==> config.mk <==
export PLATFORM = sky130hd
export DESIGN_NAME = led_scan_mux
export DESIGN_NICKNAME = d
export VERILOG_FILES = /design/src/rtl/led_scan_mux.sv
export SDC_FILE = /design/constraint.sdc
export NUM_CORES = 1
export LEC_CHECK = 0
export CORE_UTILIZATION = 35
export CTS_CLUSTER_DIAMETER = 50
export CTS_CLUSTER_SIZE = 14
export DETAILED_ROUTE_END_ITERATION = 6
export DONT_BUFFER_PORTS = 1
export PLACE_DENSITY = 0.57
export SLEW_MARGIN = 5
export SYNTH_ARGS = -nofsm -noshare
export SYNTH_HDL_FRONTEND = slang
export SYNTH_SLANG_ARGS = --single-unit
==> constraint.sdc <==
create_clock -name clk -period 4.92 [get_ports clk]
set_clock_uncertainty 0.15 [all_clocks]
set_input_delay 1.476 -clock clk [delete_from_list [all_inputs] [get_ports clk]]
set_output_delay 1.476 -clock clk [all_outputs]
set_load 0.03 [all_outputs]
==> src/rtl/led_scan_mux.sv <==
// Time-multiplexed LED display driver with dead time, PWM brightness, per-digit blank/blink
// and frame-consistent shadowing of the display inputs.
module led_scan_mux #(
    parameter int unsigned NUM_DIGITS   = 4,
    parameter int unsigned SEG_W        = 8,
    parameter int unsigned SCAN_DIV     = 65536,
    parameter int unsigned DEAD_CYCLES  = 1,
    parameter int unsigned PWM_BITS     = 4,
    parameter int unsigned BLINK_FRAMES = 32
) (
    input  logic                          clk,
    input  logic                          rstb,
    input  logic                          enable_i,
    input  logic [NUM_DIGITS*SEG_W-1:0]   digit_data_i,
    input  logic [NUM_DIGITS-1:0]         digit_blank_i,
    input  logic [NUM_DIGITS-1:0]         blink_en_i,
    input  logic [PWM_BITS-1:0]           brightness_i,
    output logic [SEG_W-1:0]              led_out_o,
    output logic [NUM_DIGITS-1:0]         led_enb_o,
    output logic [$clog2(NUM_DIGITS)-1:0] cur_digit_o,
    output logic                          frame_start_o
);

    localparam int unsigned SW = $clog2(SCAN_DIV);
    localparam int unsigned DW = $clog2(NUM_DIGITS);
    localparam int unsigned FW = (BLINK_FRAMES > 1) ? $clog2(BLINK_FRAMES) : 1;

    localparam logic [SW-1:0] SLast = SW'(SCAN_DIV - 1);
    localparam logic [DW-1:0] DLast = DW'(NUM_DIGITS - 1);
    localparam logic [FW-1:0] FLast = FW'(BLINK_FRAMES - 1);

    logic [SW-1:0] s_q, s_d;
    logic [DW-1:0] d_q, d_d;
    logic [FW-1:0] f_q, f_d;
    logic          bp_q, bp_d;

    logic [NUM_DIGITS*SEG_W-1:0] data_sh_q;
    logic [NUM_DIGITS-1:0]       blank_sh_q;
    logic [NUM_DIGITS-1:0]       blink_sh_q;
    logic [PWM_BITS-1:0]         bright_sh_q;

    logic [SEG_W-1:0]      led_out_q;
    logic [NUM_DIGITS-1:0] led_enb_q;
    logic [DW-1:0]         cur_digit_q;
    logic                  frame_start_q;

    logic                        load;
    logic                        digit_on;
    logic                        pwm_on;
    logic [NUM_DIGITS*SEG_W-1:0] data_eff;
    logic [NUM_DIGITS-1:0]       blank_eff;
    logic [NUM_DIGITS-1:0]       blink_eff;
    logic [PWM_BITS-1:0]         bright_eff;

    assign load = enable_i && (s_q == '0) && (d_q == '0);

    // In the load cycle the live inputs bypass the shadows, so the display never shows stale
    // values from a previous run even with zero dead time.
    always_comb begin
        data_eff   = load ? digit_data_i  : data_sh_q;
        blank_eff  = load ? digit_blank_i : blank_sh_q;
        blink_eff  = load ? blink_en_i    : blink_sh_q;
        bright_eff = load ? brightness_i  : bright_sh_q;
        pwm_on     = (&bright_eff) || (s_q[PWM_BITS-1:0] < bright_eff);
        digit_on   = enable_i && (s_q >= SW'(DEAD_CYCLES)) && !blank_eff[d_q]
                     && !(blink_eff[d_q] && bp_q) && pwm_on;
    end

    always_comb begin
        s_d  = s_q;
        d_d  = d_q;
        f_d  = f_q;
        bp_d = bp_q;
        if (!enable_i) begin
            s_d  = '0;
            d_d  = '0;
            f_d  = '0;
            bp_d = 1'b0;
        end else if (s_q == SLast) begin
            s_d = '0;
            if (d_q == DLast) begin
                d_d = '0;
                if (f_q == FLast) begin
                    f_d  = '0;
                    bp_d = ~bp_q;
                end else begin
                    f_d = f_q + FW'(1);
                end
            end else begin
                d_d = d_q + DW'(1);
            end
        end else begin
            s_d = s_q + SW'(1);
        end
    end

    always_ff @(posedge clk or negedge rstb) begin
        if (!rstb) begin
            s_q           <= '0;
            d_q           <= '0;
            f_q           <= '0;
            bp_q          <= 1'b0;
            data_sh_q     <= '0;
            blank_sh_q    <= '0;
            blink_sh_q    <= '0;
            bright_sh_q   <= '0;
            led_out_q     <= '0;
            led_enb_q     <= '1;
            cur_digit_q   <= '0;
            frame_start_q <= 1'b0;
        end else begin
            s_q  <= s_d;
            d_q  <= d_d;
            f_q  <= f_d;
            bp_q <= bp_d;
            if (load) begin
                data_sh_q   <= digit_data_i;
                blank_sh_q  <= digit_blank_i;
                blink_sh_q  <= blink_en_i;
                bright_sh_q <= brightness_i;
            end
            led_out_q     <= digit_on ? data_eff[int'(d_q)*SEG_W +: SEG_W] : '0;
            led_enb_q     <= digit_on ? ~(NUM_DIGITS'(1) << d_q) : '1;
            cur_digit_q   <= enable_i ? d_q : '0;
            frame_start_q <= load;
        end
    end

    assign led_out_o     = led_out_q;
    assign led_enb_o     = led_enb_q;
    assign cur_digit_o   = cur_digit_q;
    assign frame_start_o = frame_start_q;

endmodule

-- Word level (Yosys, flattened, before mapping)
Index checks and enable logic that the tools add are counted.
Widths: inputs -> output; s select.
- register bits: 83
- output and inout bits: 15
- logic and storage cells: 67
- $add $sub $neg: 3
- $lt $le $gt $ge: 3
- equality and inequality tests: 6
- shifts and indexed selects: 2
- multiplexer cells: 24
- bitwise logic cells: 2
- reductions and logical operators: 15
- operators by type and width (cell ; count):
    $mux 16 ; 2
    $mux 32 ; 1
    $shiftx 32x6->8 ; 1
    $mux 5 ; 4
    $add 16x1->16 const B ; 1
    $eq 16x16->1 const B ; 1
    $ge 16x1->1 const B ; 1
    $logic_not 16->1 ; 1
    $mux 4 ; 4
    $mux 2 ; 4
    $mux 8 ; 1
    $logic_and 1x1->1 ; 7
    $mux 1 ; 6
    $ne 2x1->1 const B ; 3
    $add 5x1->5 const B ; 1
    $eq 5x5->1 const B ; 1
    $bmux 1 s2 ; 2
    $lt 4x4->1 ; 1
    $not 4->4 ; 1
    $reduce_and 4->1 ; 1
    $shl 1x2->4 const A ; 1
    $lt 2x3->1 const B ; 1
    $reduce_and 3->1 ; 1
    $add 2x1->2 const B ; 1
    other kinds (6) ; 7

-- Depth between registers and ports, before layout
- depth in word-level cells: 11
- gate-level depth with buffers: 19
- mapped depth without buffers: 15

-- Worst setup path after synthesis
Ideal clock, no wire load.
- path kind: in2reg
- start: input enable_i
- end: register led_out_q[0] (netlist: led_out_o[0])
- data arrival time: 3.936 ns
- setup slack: 0.754 ns
- stages on the path: 15
- cells stage by stage: and2_1 clkbuf_1 nand2_4 buf_2 clkbuf_1 nand2_1 nand2_1 inv_1 ha_1 o21ai_0 a211oi_1 a41oi_1 nand4b_1 a211o_4 nor3_2
- RTL lines (item ; line ; text):
    start: declaration ; 13 ; input logic enable_i,
    $logic_and 1x1->1 (*) (2 in a row) ; 55 ; assign load = enable_i && (s_q == '0) && (d_q == '0);
    $mux 4 (*) ; n/a ;
    named net bright_eff[1] ; 53 ; logic [PWM_BITS-1:0] bright_eff;
    $lt 4x4->1 or $reduce_and 4->1 (tied branches) ; 64 ; pwm_on = (&bright_eff) || (s_q[PWM_BITS-1:0] < bright_eff);
    $logic_or 1x1->1 (*) ; 64 ;
    $logic_and 1x1->1 (*) ; 66 ; && !(blink_eff[d_q] && bp_q) && pwm_on;
    $mux 8 (*) ; 122 ; led_out_q <= digit_on ? data_eff[int'(d_q)*SEG_W +: SEG_W] : '0;
    end signal: assignment ; 122 ;
    end: declaration ; 42 ; logic [SEG_W-1:0] led_out_q;
Mark *: on every way through the listed nets, which the timed path passes. The rest lies on a longest branch. The select of a mux whose other input is x is not followed.
A chain may end at the register's enable or synchronous reset.

-- Final worst setup path
- start: register d_q[1]
- end: register led_out_q[4] (netlist: led_out_o[4])
- RTL lines (item ; line ; text):
    start: declaration ; 33 ; logic [DW-1:0] d_q, d_d;
    start signal: assignment ; 100 ; d_q <= '0;
    start signal: assignment ; 113 ; d_q <= d_d;
    $logic_not 2->1 (*) ; 55 ;
    $logic_and 1x1->1 (*) ; 55 ;
    $mux 4 (*) ; n/a ;
    named net bright_eff[1] ; 53 ;
    $lt 4x4->1 or $reduce_and 4->1 (tied branches) ; 64 ;
    $logic_or 1x1->1 (*) ; 64 ;
    $logic_and 1x1->1 (*) ; 66 ;
    $mux 8 (*) ; 122 ;
Marks and branches as above.

==> results.yml <==
synth:
  ys_ff_latch: 83
  synth-seq-area-share: 0.512
  synth_cell_types: 47
  synth_fa_ha_area_frac: 0.0338
  synthFlopType: "dfrtp_1"
  synth_top_family_by_area: "simple AND/OR/NAND/NOR gates"
  synth-xor-area-share: 0.0301
  syn_nets: 428
  synth_edf_count: 0
  syn_inst: 370
  synth_mux_area_frac: 0.153
  syn_area_per_cell_um2: 11.0
  synth_area_um2: 4070
  async_reset_ff_frac: 1.00
  yosys_warnings: 0
  synth-compound-area-share: 0.0516
  synth-simple-area-share: 0.189
sta:
  slew_headroom: 0.536
  fin_tns_setup_ns: 0
  period_share: 0.768
  setup_viol: 0
  slew_viol_final: 0
  layout_setup_ws_ns: 1.14
  worst_slew_pin_slew_ns: 0.687
  holdWs_ns: 0.317
  timing_hold_violations_final: 0
  period_needed_ns: 3.78
  rsz0062_at_grt: "false"
  fmax_mhz: 265
floorplanning:
  die_h_um: 110
  chipWidth_um: 110
  core_area_um2: 11400
  fp.dieArea_um2: 12100
  rows: 39
  io_pins: 62
  initial_core_util: 0.358
grt:
  grt_overflow: 0
  grt_pass1_vias: 2752
  grt_pass1_wl_mm: 13.8
  grt_use_total: 0.154
  grt_antenna_before_repair: 0
  grt_max_degree: 84
clocking:
  htreeDepth: 3
  cts_root_buf: "clkbuf_16"
  tritoncts: "built"
  cts.repair.resized: 0
  clk_pin_slew_ns: 0.07
  clkSinkCount: 83
  ctsHoldBuffers: 0
  cts_setup_buffers: 0
  clock_path_buffers: 2
  insertion_delay_ns: 0.34
  numCtsBuffers: 9
final_layout:
  fill_cells: 1109
  drive_gt1_frac: 0.216
  area_growth_pct: 10.9
  diodes: 0
  stdcell_count: 513
  finalNetCount: 423
placed_design:
  place_ws_ns: 0.857
  dp.cells: 497
  dpl.hpwl_mm: 6.08
  io_buffers: 0
  gp_congestion: 0.808
setup_path:
  cp.required_ns: 5.03
  cp_max_fo: 24
  worstReg2RegStart: "d_q[1]$_DFFE_PN0P_"
  worstSetupStartpoint: "d_q[1]$_DFFE_PN0P_"
  crit_path_end_kind: "flip-flop"
  crit_arrival_ns: 3.89
  cp-start-kind: "flip-flop"
  critical_path_class: "reg2reg"
routing:
  antenna_left: 0
  avgRoutedWirePerCell_um: 16.5
  vias: 2613
  drt-initial-drc-count: 154
  drt_wl_total_mm: 8.47
  via_per_inst: 5.09
  drc: 0
  firstDrtPassIters: 4
run:
  cap_violations: 0
worst_hold_path:
  hp-start: "blank_sh_q[2]$_DFF_PN0_"
  min_path_type: "reg2reg"
power_and_ir_drop:
  swShare: 0.256
  pwr-share-clk: 0.409
  p_int_mw: 1.43
  p_leak_nw: 1.97
  power_density_nw_per_um2: 425
  ir_drop_v: 0.000254
  switchingPower_uw: 490
  sequentialPowerShare: 0.447
  total_power_mw: 1.92
  pwr-share-comb: 0.144
outcome:
  outcome: "complete, no violations"
==> synthesized netlist by cell type, drive strengths merged, types with 2 or more instances <==
cell / count / area share
clkbuf: 10 / 0.0092
nor2: 41 / 0.038
nand3: 16 / 0.020
xor2: 8 / 0.017
nand2: 49 / 0.047
nor4b: 3 / 0.0080
xnor2: 6 / 0.013
nand4: 8 / 0.012
nand2b: 4 / 0.0061
ha: 11 / 0.034
o211ai: 2 / 0.0037
inv: 7 / 0.0065
dfstp: 4 / 0.026
nor3: 11 / 0.025
o211a: 2 / 0.0049
nor4: 4 / 0.0077
a21oi: 5 / 0.0061
and4: 2 / 0.0043
mux2: 50 / 0.14
dfrtp: 79 / 0.49
a41oi: 3 / 0.0065
and2: 4 / 0.0068
o21ai: 9 / 0.011
and3: 6 / 0.0095
buf: 8 / 0.014
mux2i: 6 / 0.015
==> registers in the layout, summed over array words and instances, names as in the netlist <==
signal and count:
s_q 16, bright_sh_q 4, led_enb_o 4, cur_digit_o 2, f_q 5, data_sh_q 32, frame_start_o 1, d_q 2
blink_sh_q 4, bp_q 1, led_out_o 8, blank_sh_q 4
==> power by group through the flow <==
| stage | clock, mW | sequential, mW | combinational, mW |
|---|---|---|---|
| 6_report | 0.784 | 0.858 | 0.277 |
| 5_1_grt | 0.830 | 0.874 | 0.314 |
| 4_1_cts | 0.805 | 0.860 | 0.283 |
| 3_5_place_dp | 0 | 0.872 | 0.282 |
| 3_3_place_gp | 0 | 0.868 | 0.275 |
| 2_1_floorplan | 0 | 0.855 | 0.241 |
==> kinds of logic (layout without fill, tap and decap cells) <==
| kind of cell | Yosys count | after routing |
|---|---|---|
| AND/OR/NAND/NOR | 151 | 151 |
| flip-flops | 83 | 83 |
| multiplexers | 56 | 56 |
| AO/OA/AOI/OAI | 29 | 29 |
| buffers and inverters | 26 | 26 |
| XOR/XNOR | 14 | 14 |
| adder cells (fa/ha/maj) | 11 | 11 |
==> cell usage in the layout (no fill, tap or decap), types with 4 or more instances in the layout <==
| master | Yosys | final |
|---|---|---|
| clkbuf_16 | 0 | 9 |
| mux2i_1 | 6 | 6 |
| mux2_2 | 42 | 42 |
| nor3_2 | 9 | 9 |
| nand2_1 | 48 | 48 |
| xnor2_1 | 6 | 6 |
| ha_1 | 11 | 11 |
| dfrtp_1 | 79 | 79 |
| dfstp_2 | 4 | 4 |
| nand3_1 | 16 | 16 |
| inv_1 | 7 | 7 |
| xor2_1 | 8 | 8 |
| nor2_1 | 41 | 41 |
| nand2b_1 | 4 | 4 |
| o21ai_0 | 9 | 9 |
| mux2_1 | 8 | 8 |
| a21oi_1 | 5 | 5 |
| nand4_1 | 8 | 8 |
| and3_1 | 5 | 5 |
==> worst paths after layout <==
check                                           to  cells after the start  slack (ns)
max                         led_out_o[4]$_DFF_PN0_                     14        1.14
min                        blank_sh_q[2]$_DFF_PN0_                      2        0.32
max reg2reg                 led_out_o[4]$_DFF_PN0_                     14        1.14
min reg2reg                blank_sh_q[2]$_DFF_PN0_                      2        0.32
max in group asynchronous   led_enb_o[0]$_DFF_PN1_                      0        3.74
min in group asynchronous  data_sh_q[28]$_DFF_PN0_                      0        0.68
==> metrics by stage <==
step / util / instance area, um^2
global placement: 0.367 / 4170
detailed placement: 0.367 / 4170
finish: 0.397 / 4520
CTS: 0.397 / 4520
floorplan: - / 4070
global route: 0.397 / 4520
==> cell type report <==
type | count | area, um^2 | area share
inverters | 8 | 30.0 | 0.00665
clock inverters | 7 | 121 | 0.0269
multi-input cells | 261 | 1860 | 0.413
flip-flops and latches | 83 | 2080 | 0.461
repair buffers | 2 | 15.0 | 0.00333
clock buffers | 9 | 225 | 0.0499
well taps | 143 | 179 | 0.0396
==> per-layer routing <==
| metal | track usage | share of wire | vias to the layer above |
|---|---|---|---|
| met2 | 0.246 | 0.47 | 60 |
| met5 | 0 | 0 | - |
| met3 | 0.0622 | 0.083 | 10 |
| li1 | - | - | 1271 |
| met1 | 0.187 | 0.43 | 1272 |
| met4 | 0.0524 | 0.014 | 0 |
==> worst max-delay path: stages (launching register included) <==
cell	delay, ns
dfrtp_1	0.54
inv_1	0.38
ha_1	0.26
and2_1	0.41
nand2_4	0.28
nand2_1	0.14
nand2_1	0.07
inv_1	0.06
ha_1	0.21
o21ai_0	0.11
a211oi_1	0.09
a41oi_1	0.22
nand4b_1	0.17
a211o_4	0.44
nor3_2	0.18
No activity file was read; power rests on OpenSTA's default activity.
